**config.mk**
```make
export PLATFORM = sky130hd
export DESIGN_NAME = pipeline_ctrl
export DESIGN_NICKNAME = d
export VERILOG_FILES = /design/src/rtl/pipeline_ctrl.sv
export SDC_FILE = /design/constraint.sdc
export NUM_CORES = 1
export LEC_CHECK = 0
export CELL_PAD_IN_SITES_DETAIL_PLACEMENT = 0
export CELL_PAD_IN_SITES_GLOBAL_PLACEMENT = 1
export CORE_MARGIN = 3
export CORE_UTILIZATION = 29
export DETAILED_ROUTE_END_ITERATION = 10
export PLACE_DENSITY_LB_ADDON = 0.3
export SYNTH_ARGS = -nofsm -noshare
export SYNTH_HDL_FRONTEND = slang
export SYNTH_SLANG_ARGS = --single-unit
```
**constraint.sdc**
```tcl
create_clock -name clk -period 3.8 [get_ports clk]
set_clock_uncertainty 0.2 [all_clocks]
set_input_delay 0.95 -clock clk [delete_from_list [all_inputs] [get_ports clk]]
set_output_delay 0.95 -clock clk [all_outputs]
set_load 0.05 [all_outputs]
```
**src/rtl/pipeline_ctrl.sv**
```systemverilog
`timescale 1ns/1ps
// pipeline_ctrl: hazard and sequencing controller for the five-stage pipeline.
// Issues per-stage stall/flush commands, tracks multi-cycle divides, holds a
// jump whose delay slot is still being fetched, and redirects fetch on
// exceptions and jumps. All command outputs are combinational.
module pipeline_ctrl #(
  parameter int DIV_CYCLES = 32,
  parameter int CNT_W      = 6
) (
  input  logic        clk,
  input  logic        reset,
  input  logic        f_busy,
  input  logic        d_valid,
  input  logic        d_uses_rs,
  input  logic        d_uses_rt,
  input  logic [4:0]  d_rs,
  input  logic [4:0]  d_rt,
  input  logic        d_jmp_valid,
  input  logic        d_jmp_delayed,
  input  logic [31:0] d_jmp_pc,
  input  logic        e_valid,
  input  logic        e_is_load,
  input  logic [4:0]  e_dst,
  input  logic        e_div_start,
  input  logic        m_busy,
  input  logic        w_exc_valid,
  input  logic [31:0] w_exc_pc,
  output logic        stall_f,
  output logic        stall_d,
  output logic        stall_e,
  output logic        stall_m,
  output logic        flush_d,
  output logic        flush_e,
  output logic        flush_m,
  output logic        redirect_valid,
  output logic [31:0] redirect_pc,
  output logic        div_done
);

  typedef enum logic [1:0] {
    RUN = 2'd0,
    DIV = 2'd1,
    EXC = 2'd2
  } state_t;

  // The start cycle counts as the first stall cycle and the counter reaches
  // zero on the last one, so it is loaded two short of the full occupancy.
  localparam logic [CNT_W-1:0] DIV_LOAD = CNT_W'(DIV_CYCLES - 2);

  state_t            state_reg, state_next;
  logic [CNT_W-1:0]  div_cnt_reg, div_cnt_next;
  logic              pend_jmp_reg, pend_jmp_next;
  logic [31:0]       pend_pc_reg, pend_pc_next;
  logic              load_use;

  // A load in execute feeding a source that decode actually reads; $0 never
  // creates a dependency.
  assign load_use = e_valid & e_is_load & (e_dst != 5'd0) & d_valid &
                    ((d_uses_rs & (d_rs == e_dst)) | (d_uses_rt & (d_rt == e_dst)));

  // State, divide counter and pending-jump registers.
  always_ff @(posedge clk) begin
    if (reset) begin
      state_reg    <= RUN;
      div_cnt_reg  <= '0;
      pend_jmp_reg <= 1'b0;
      pend_pc_reg  <= '0;
    end else begin
      state_reg    <= state_next;
      div_cnt_reg  <= div_cnt_next;
      pend_jmp_reg <= pend_jmp_next;
      pend_pc_reg  <= pend_pc_next;
    end
  end

  // Prioritised event decode: exception, memory wait, divide, load-use,
  // fetch wait, then jump handling.
  always_comb begin
    stall_f        = 1'b0;
    stall_d        = 1'b0;
    stall_e        = 1'b0;
    stall_m        = 1'b0;
    flush_d        = 1'b0;
    flush_e        = 1'b0;
    flush_m        = 1'b0;
    redirect_valid = 1'b0;
    redirect_pc    = '0;
    div_done       = 1'b0;
    state_next     = state_reg;
    div_cnt_next   = div_cnt_reg;
    pend_jmp_next  = pend_jmp_reg;
    pend_pc_next   = pend_pc_reg;

    if (w_exc_valid) begin
      // Kill everything younger than write-back and abort any divide.
      flush_d        = 1'b1;
      flush_e        = 1'b1;
      flush_m        = 1'b1;
      redirect_valid = 1'b1;
      redirect_pc    = w_exc_pc;
      state_next     = EXC;
      div_cnt_next   = '0;
      pend_jmp_next  = 1'b0;
    end else if (m_busy) begin
      // Whole pipe waits on the data bus; nothing advances.
      stall_f = 1'b1;
      stall_d = 1'b1;
      stall_e = 1'b1;
      stall_m = 1'b1;
    end else begin
      case (state_reg)
        EXC: begin
          // Drop the instruction fetched on the wrong path before the redirect.
          flush_d    = 1'b1;
          state_next = RUN;
        end
        DIV: begin
          // Execute stays occupied through the final cycle that delivers the result.
          stall_f = 1'b1;
          stall_d = 1'b1;
          stall_e = 1'b1;
          flush_m = 1'b1;
          if (div_cnt_reg == '0) begin
            div_done   = 1'b1;
            state_next = RUN;
          end else begin
            div_cnt_next = div_cnt_reg - CNT_W'(1);
          end
        end
        default: begin
          if (e_div_start) begin
            stall_f      = 1'b1;
            stall_d      = 1'b1;
            stall_e      = 1'b1;
            flush_m      = 1'b1;
            state_next   = DIV;
            div_cnt_next = DIV_LOAD;
          end else if (load_use) begin
            stall_f = 1'b1;
            stall_d = 1'b1;
            flush_e = 1'b1;
          end else if (f_busy) begin
            stall_f = 1'b1;
            flush_d = 1'b1;
          end

          // While a jump is pending its delay slot occupies decode, so no new
          // jump can be seen; release the pending target once fetch can move.
          if (pend_jmp_reg) begin
            if (!stall_f) begin
              redirect_valid = 1'b1;
              redirect_pc    = pend_pc_reg;
              pend_jmp_next  = 1'b0;
            end
          end else if (d_jmp_valid && !stall_d) begin
            if (d_jmp_delayed) begin
              pend_jmp_next = 1'b1;
              pend_pc_next  = d_jmp_pc;
            end else begin
              redirect_valid = 1'b1;
              redirect_pc    = d_jmp_pc;
            end
          end
        end
      endcase
    end
  end

endmodule
```
==> results of run 1 <==
kinds of logic after synthesis:
group                      synth area share
buffers and inverters                0.0533
muxes                                 0.229
and+or+nand+nor                       0.246
DFF                                   0.284
xor gates and xnor gates             0.0455
adders and majority gates            0.0173
AOI/OAI and AO/OA                     0.126
repair_timing:
action / CTS / global route
resized for setup: 74 / 26
gates cloned: 3 / 0
setup endpoints to repair: 37 / 36
buffers inserted: 8 / 1
pin swaps: 36 / 19
endpoints found under the hold margin: 0 / 0
critical path: stages:
cell	delay [ps]
buf_8	100
or4_4	550
o2111ai_4	200
o211ai_1	150
buf_4	200
buf_12	160
o21ai_4	170
buf_12	150
stage by stage:
| step | TNS (ps) | hold WS (ps) | worst slack, ps | std cells | instance area [um2] |
|---|---|---|---|---|---|
| 2_1_floorplan | -4750 | 248 | -367 | 353 | 3040 |
| 3_3_place_gp | -12260 | 258 | -426 | 609 | 4960 |
| 3_5_place_dp | -12880 | 265 | -447 | 609 | 4960 |
| 4_1_cts | 0 | 279 | 0.537 | 626 | 5410 |
| 5_1_grt | -1250 | 292 | -78.8 | 626 | 5410 |
| 6_report | -24.7 | 275 | -15.3 | 626 | 5410 |
Yosys cell counts, types with 5 or more instances:
| master | instances |
|---|---|
| nand2b_1 | 64 |
| clkbuf_1 | 20 |
| nor3_1 | 5 |
| nor2_1 | 12 |
| inv_1 | 7 |
| nand2_1 | 41 |
| o21ai_0 | 35 |
| xnor2_1 | 11 |
| a21oi_1 | 7 |
| mux2i_1 | 66 |
| dfxtp_1 | 41 |
power by group through the flow:
stage               logic, mW  clock network (mW)  registers [mW]
finish                  0.508               0.363           0.443
global route            0.538               0.392           0.444
CTS                     0.510               0.373           0.443
detailed placement      0.481                   0           0.453
global placement        0.476                   0           0.452
floorplan               0.232                   0           0.451
final timing paths:
check             cells past startpoint         endpoint  slack (ps)
hold / removal                        2  pend_pc_reg[28]         270
setup / recovery                      8  redirect_pc[14]         -20
hold reg to reg                       2  pend_pc_reg[28]         270
setup reg to reg                      8   pend_pc_reg[1]        1260
placed cells by master, fill, tap and decap left out, types with 2 or more instances in the layout:
cell type / instances
nand2_1: 41
nand3_1: 2
ha_1: 4
nand2b_1: 64
buf_2: 3
dfxtp_1: 40
clkdlybuf4s50_1: 74
clkbuf_8: 6
o21ai_4: 31
buf_4: 25
clkbuf_2: 8
a21oi_1: 6
buf_12: 42
nor3_1: 4
buf_6: 2
o21ai_0: 2
inv_1: 7
nor2_1: 12
mux2i_1: 66
o211ai_1: 3
xor2_1: 4
o21bai_1: 3
xnor2_1: 11
nand4_1: 3
or2_2: 2
or4_1: 2
dlygate4sd2_1: 2
per-layer routing:
metal,track usage,part of all wire,wire (um),up-vias
met2,0.291,0.49,4570,87
met1,0.209,0.45,4210,1410
met4,0.0324,0.0049,46,0
met3,0.0453,0.059,552,6
li1,-,-,-,1495
met5,0,0,0,-
cell type report:
| cell class | instances | area (um2) | share of cell area |
|---|---|---|---|
| Timing Repair Buffer | 161 | 1960 | 0.363 |
| Sequential cell | 41 | 822 | 0.152 |
| Tap cell | 129 | 161 | 0.0299 |
| Multi-Input combinational cell | 279 | 2310 | 0.428 |
| Clock buffer | 7 | 86.3 | 0.0160 |
| Inverter | 8 | 30.0 | 0.00556 |
| Clock inverter | 1 | 30.0 | 0.00556 |
==> key figures, run 1 <==
Run status
  – Outcome: complete, but fails checks
  – Violated checks: setup timing

CTS
  – Hold Buf Count CTS: 0
  – H-tree depth: 2
  – Clock Latency Late Sink: 290 ps
  – Worst-path clk slew: 80 ps
  – Num CTS Buffers: 5
  – Clk buf depth: 2
  – Root buffer cell: clkbuf_8
  – Clk sinks: 41
  – CTS tree: yes

Route
  – Drt via density: 4.79
  – Starting DRT DRC Count: 51
  – DRC viols: 0
  – Drt pass-1 iters: 4
  – Post-route ant nets: 0
  – Wire length per cell: 15.0 um
  – Drt total wl: 9380 um
  – Routed vias: 2998

Pwr
  – Final Power: 1.31 mW
  – Clock power frac: 0.276
  – P_sw: 0.402 mW
  – Comb pwr share: 0.387
  – Cell-internal power: 0.911 mW
  – Power share of the sequential group: 0.337
  – Power Density: 243 mW/mm2
  – Switching share of power: 0.306
  – Pleak: 1.95 nW
  – VDD IR max: 0.166 mV

Finish
  – Fin util: 0.571
  – Layout area overhead: 87.1%
  – Nets: 592
  – Antenna cell count: 0
  – Filler cell count in the final layout: 833
  – Layout cells sized above 1: 0.272
  – Largest register FFs: 32

Synth
  – Yosys top cell area share: 0.284
  – Syn Area/Cell: 8.18 um2
  – Syn nets: 449
  – Synth cell types: 35
  – Syn Inst Count: 353
  – Synth area leader: dfxtp_1
  – Ys flop type: dfxtp_1
  – YS warnings: 0
  – Share of flip-flops with an asynchronous set or reset: 0
  – Yosys reg bits: 41
  – Mapped cell area: 0.00289 mm2
  – Register area share after synthesis: 0.284
  – Post-synth EDFFs: 0
  – Top cells by area, synth: dfxtp_1 28%, mux2i_1 23%, nand2b_1 14%

STA
  – Slew Limit Fails: 0
  – # setup viols final: 3
  – Peak Freq: 0.262 GHz
  – Worst Tran Pin Value: 610 ps
  – RSZ-0062 raised after global routing: true
  – Final Critical Period: 3820 ps
  – Period utilization: 1.00
  – Final Hold Viols: 0
  – Final worst slack: -15.3 ps
  – Slew headroom: 0.593

Setup path
  – Worst r2r src: state_reg[0]
  – Critical path peak fanout: 8
  – Crit path from: e_dst[2]
  – Crit path kind: primary input to primary output
  – Worst setup SP type: primary input
  – CP Data Arrival Time: 2670 ps
  – Crit path required time: 2650 ps
  – CP Capture Type: primary output

Die
  – Total core area: 0.00946 mm2
  – Floorplan row count: 35
  – Die Width: 106 um
  – Die area: 0.0112 mm2
  – Ports: 133
  – Initial core utilization: 0.305
  – Die height: 106 um

Global routing
  – Largest net degree at the start of global routing: 46
  – Remaining Overflow, GRT: 0
  – First-pass GRT wire length: 15300 um
  – Vias in the first global route: 3051
  – Initial antenna violation count: 0
  – Total GRT Usage: 0.168

Hold path
  – Min-Delay Path Class: flop to flop
  – Hold_sp: pend_pc_reg[28]

Placement
  – Placer Congestion: 0.759
  – DP HPWL: 6420 um
  – I/O Buffers: 132

Job
  – Max Cap Violations: 0
(Power assumes the default switching activity.)
==> run 2, diff against run 1 <==
CORE_UTILIZATION = 32   (was 29)
SKIP_CTS_REPAIR_TIMING = 1   (was unset)
clock period = 4.6 ns   (was 3.8 ns; I/O delays follow)
==> run 2 against run 1 <==
Against the previous run: design area is 2.7% lower; via count is 0.30% lower; the run now ends clean; sequential share of layout area is 0.42 points higher; first-iteration DRC count is 29% higher; critical path type unchanged; combinational power is 19% lower; worst setup slack better by 190 ps.
==> key figures, run 2 (same netlist as run 1, synthesis figures left out) <==
Global routing
  – Largest net degree at the start of global routing: 68
  – Initial antenna violation count: 0
  – Remaining Overflow, GRT: 0
  – First-pass GRT wire length: 14000 um
  – Total GRT Usage: 0.168
  – Vias in the first global route: 3043

Hold path
  – Hold endpoint: pend_pc_reg[30]
  – Hold_sp: pend_pc_reg[30]
  – Min-Delay Path Class: flop to flop
  – Hold depth: 2

Pwr
  – Pleak: 2.02 nW
  – Power Density: 205 mW/mm2
  – Comb pwr share: 0.383
  – Switching share of power: 0.292
  – P_sw: 0.316 mW
  – Cell-internal power: 0.764 mW
  – VDD IR max: 0.110 mV
  – Power share of the sequential group: 0.339
  – Clock power frac: 0.278

CTS
  – Clk sinks: 41
  – H-tree depth: 2
  – Clock Latency Late Sink: 280 ps
  – CTS tree: yes
  – Worst-path clk slew: 70 ps
  – Root buffer cell: clkbuf_8
  – Num CTS Buffers: 5
  – Clk buf depth: 2

Finish
  – Commonest non-fill, non-tap cells in the layout: 86 x clkdlybuf4s50_1, 66 x mux2i_1, 64 x nand2b_1, 44 x buf_12, 42 x buf_4
  – Antenna cell count: 0
  – Nets: 610
  – Largest register FFs: 32
  – Most common cell after layout, fill and taps aside: clkdlybuf4s50_1
  – Final Non-Filler Cells: 623
  – Layout cells sized above 1: 0.227
  – Fin area: 0.00526 mm2
  – Layout area overhead: 82.1%

Route
  – Routed vias: 2989
  – Drt pass-1 iters: 4
  – Post-route ant nets: 0
  – Drt via density: 4.80
  – Wire length per cell: 14.6 um
  – DRC viols: 0
  – Starting DRT DRC Count: 66
  – Drt total wl: 9110 um

Job
  – Max Cap Violations: 0

Setup path
  – R2R depth: 7
  – Worst r2r src: state_reg[0]
  – R2R setup slack: 1940 ps
  – Crit path kind: primary input to primary output
  – Crit path required time: 3250 ps
  – Reg-to-reg critical path endpoint: pend_pc_reg[1]
  – Worst setup SP type: primary input
  – Critical path peak fanout: 8
  – CP Capture Type: primary output
  – CP Data Arrival Time: 3080 ps

Placement
  – Placer Congestion: 0.710
  – Post-Place Cells: 611
  – Placed cell area: 0.00498 mm2
  – Pre-CTS WS: -47.7 ps
  – DP HPWL: 6500 um
  – I/O Buffers: 132

STA
  – RSZ-0062 raised after global routing: false
  – Slew headroom: 0.604
  – # setup viols final: 0
  – Final Critical Period: 4430 ps
  – Peak Freq: 0.226 GHz
  – Post-Route Setup TNS: 0 ps
  – Slew Limit Fails: 0
  – Final worst slack: 172 ps
  – Period utilization: 0.963
  – Worst Tran Pin Value: 586 ps
  – Final Hold Viols: 0

Run status
  – Outcome: completed

Die
  – Die height: 101 um
  – Floorplan row count: 34
  – Initial core utilization: 0.330
  – Total core area: 0.00876 mm2
  – Die Width: 101 um
  – Die area: 0.0102 mm2
  – Ports: 133
[run 2: per-stage QoR]
stage,power (mW),utilization,hold slack [ps]
final,1.08,0.600,279
after global routing,1.13,0.600,298
after CTS,1.08,0.582,283
after detailed placement,0.779,0.568,267
after global placement,0.774,0.568,258
after floorplan,0.549,-,248
[run 2: layout make-up]
type                       instances  area [um2]
sequential                        41         822
clock inverter                     1        30.0
multi-input combinational        279        1990
clock buffer                       7        86.3
tap                              108         135
timing repair buffer             179        2170
inverter                           8        30.0
fill                             790        3500
[run 2: power by group through the flow]
stage	combinational, mW	sequential, mW	clock, mW
2_1_floorplan	0.176	0.373	0
3_3_place_gp	0.400	0.374	0
3_5_place_dp	0.404	0.374	0
4_1_cts	0.406	0.366	0.310
5_1_grt	0.440	0.367	0.326
6_report	0.413	0.366	0.300
[run 2: routing by layer]
metal / global-route usage / wire length [um] / up-vias
li1: - / - / 1536
met1: 0.204 / 3880 / 1369
met2: 0.297 / 4530 / 82
met3: 0.0484 / 677 / 2
met4: 0.0276 / 23 / 0
met5: 0 / 0 / -
[run 2: worst max-delay path, stage by stage]
cell,delay [ps]
clkdlybuf4s50_1,480
xnor2_1,110
nand4_1,150
o22a_1,260
o211ai_1,170
buf_4,210
clkbuf_16,190
o21ai_1,80
buf_4,140
buf_12,140
[run 2: worst max path at each step]
stage	from	endpoint	slack [ps]
after floorplan	e_dst[1]	redirect_pc[0]	-140
after global placement	e_dst[1]	redirect_pc[18]	40
after detailed placement	e_dst[1]	redirect_pc[20]	-50
after CTS	e_dst[1]	redirect_pc[20]	-70
after global routing	d_rs[0]	redirect_pc[8]	90
final	d_rt[1]	redirect_pc[8]	170
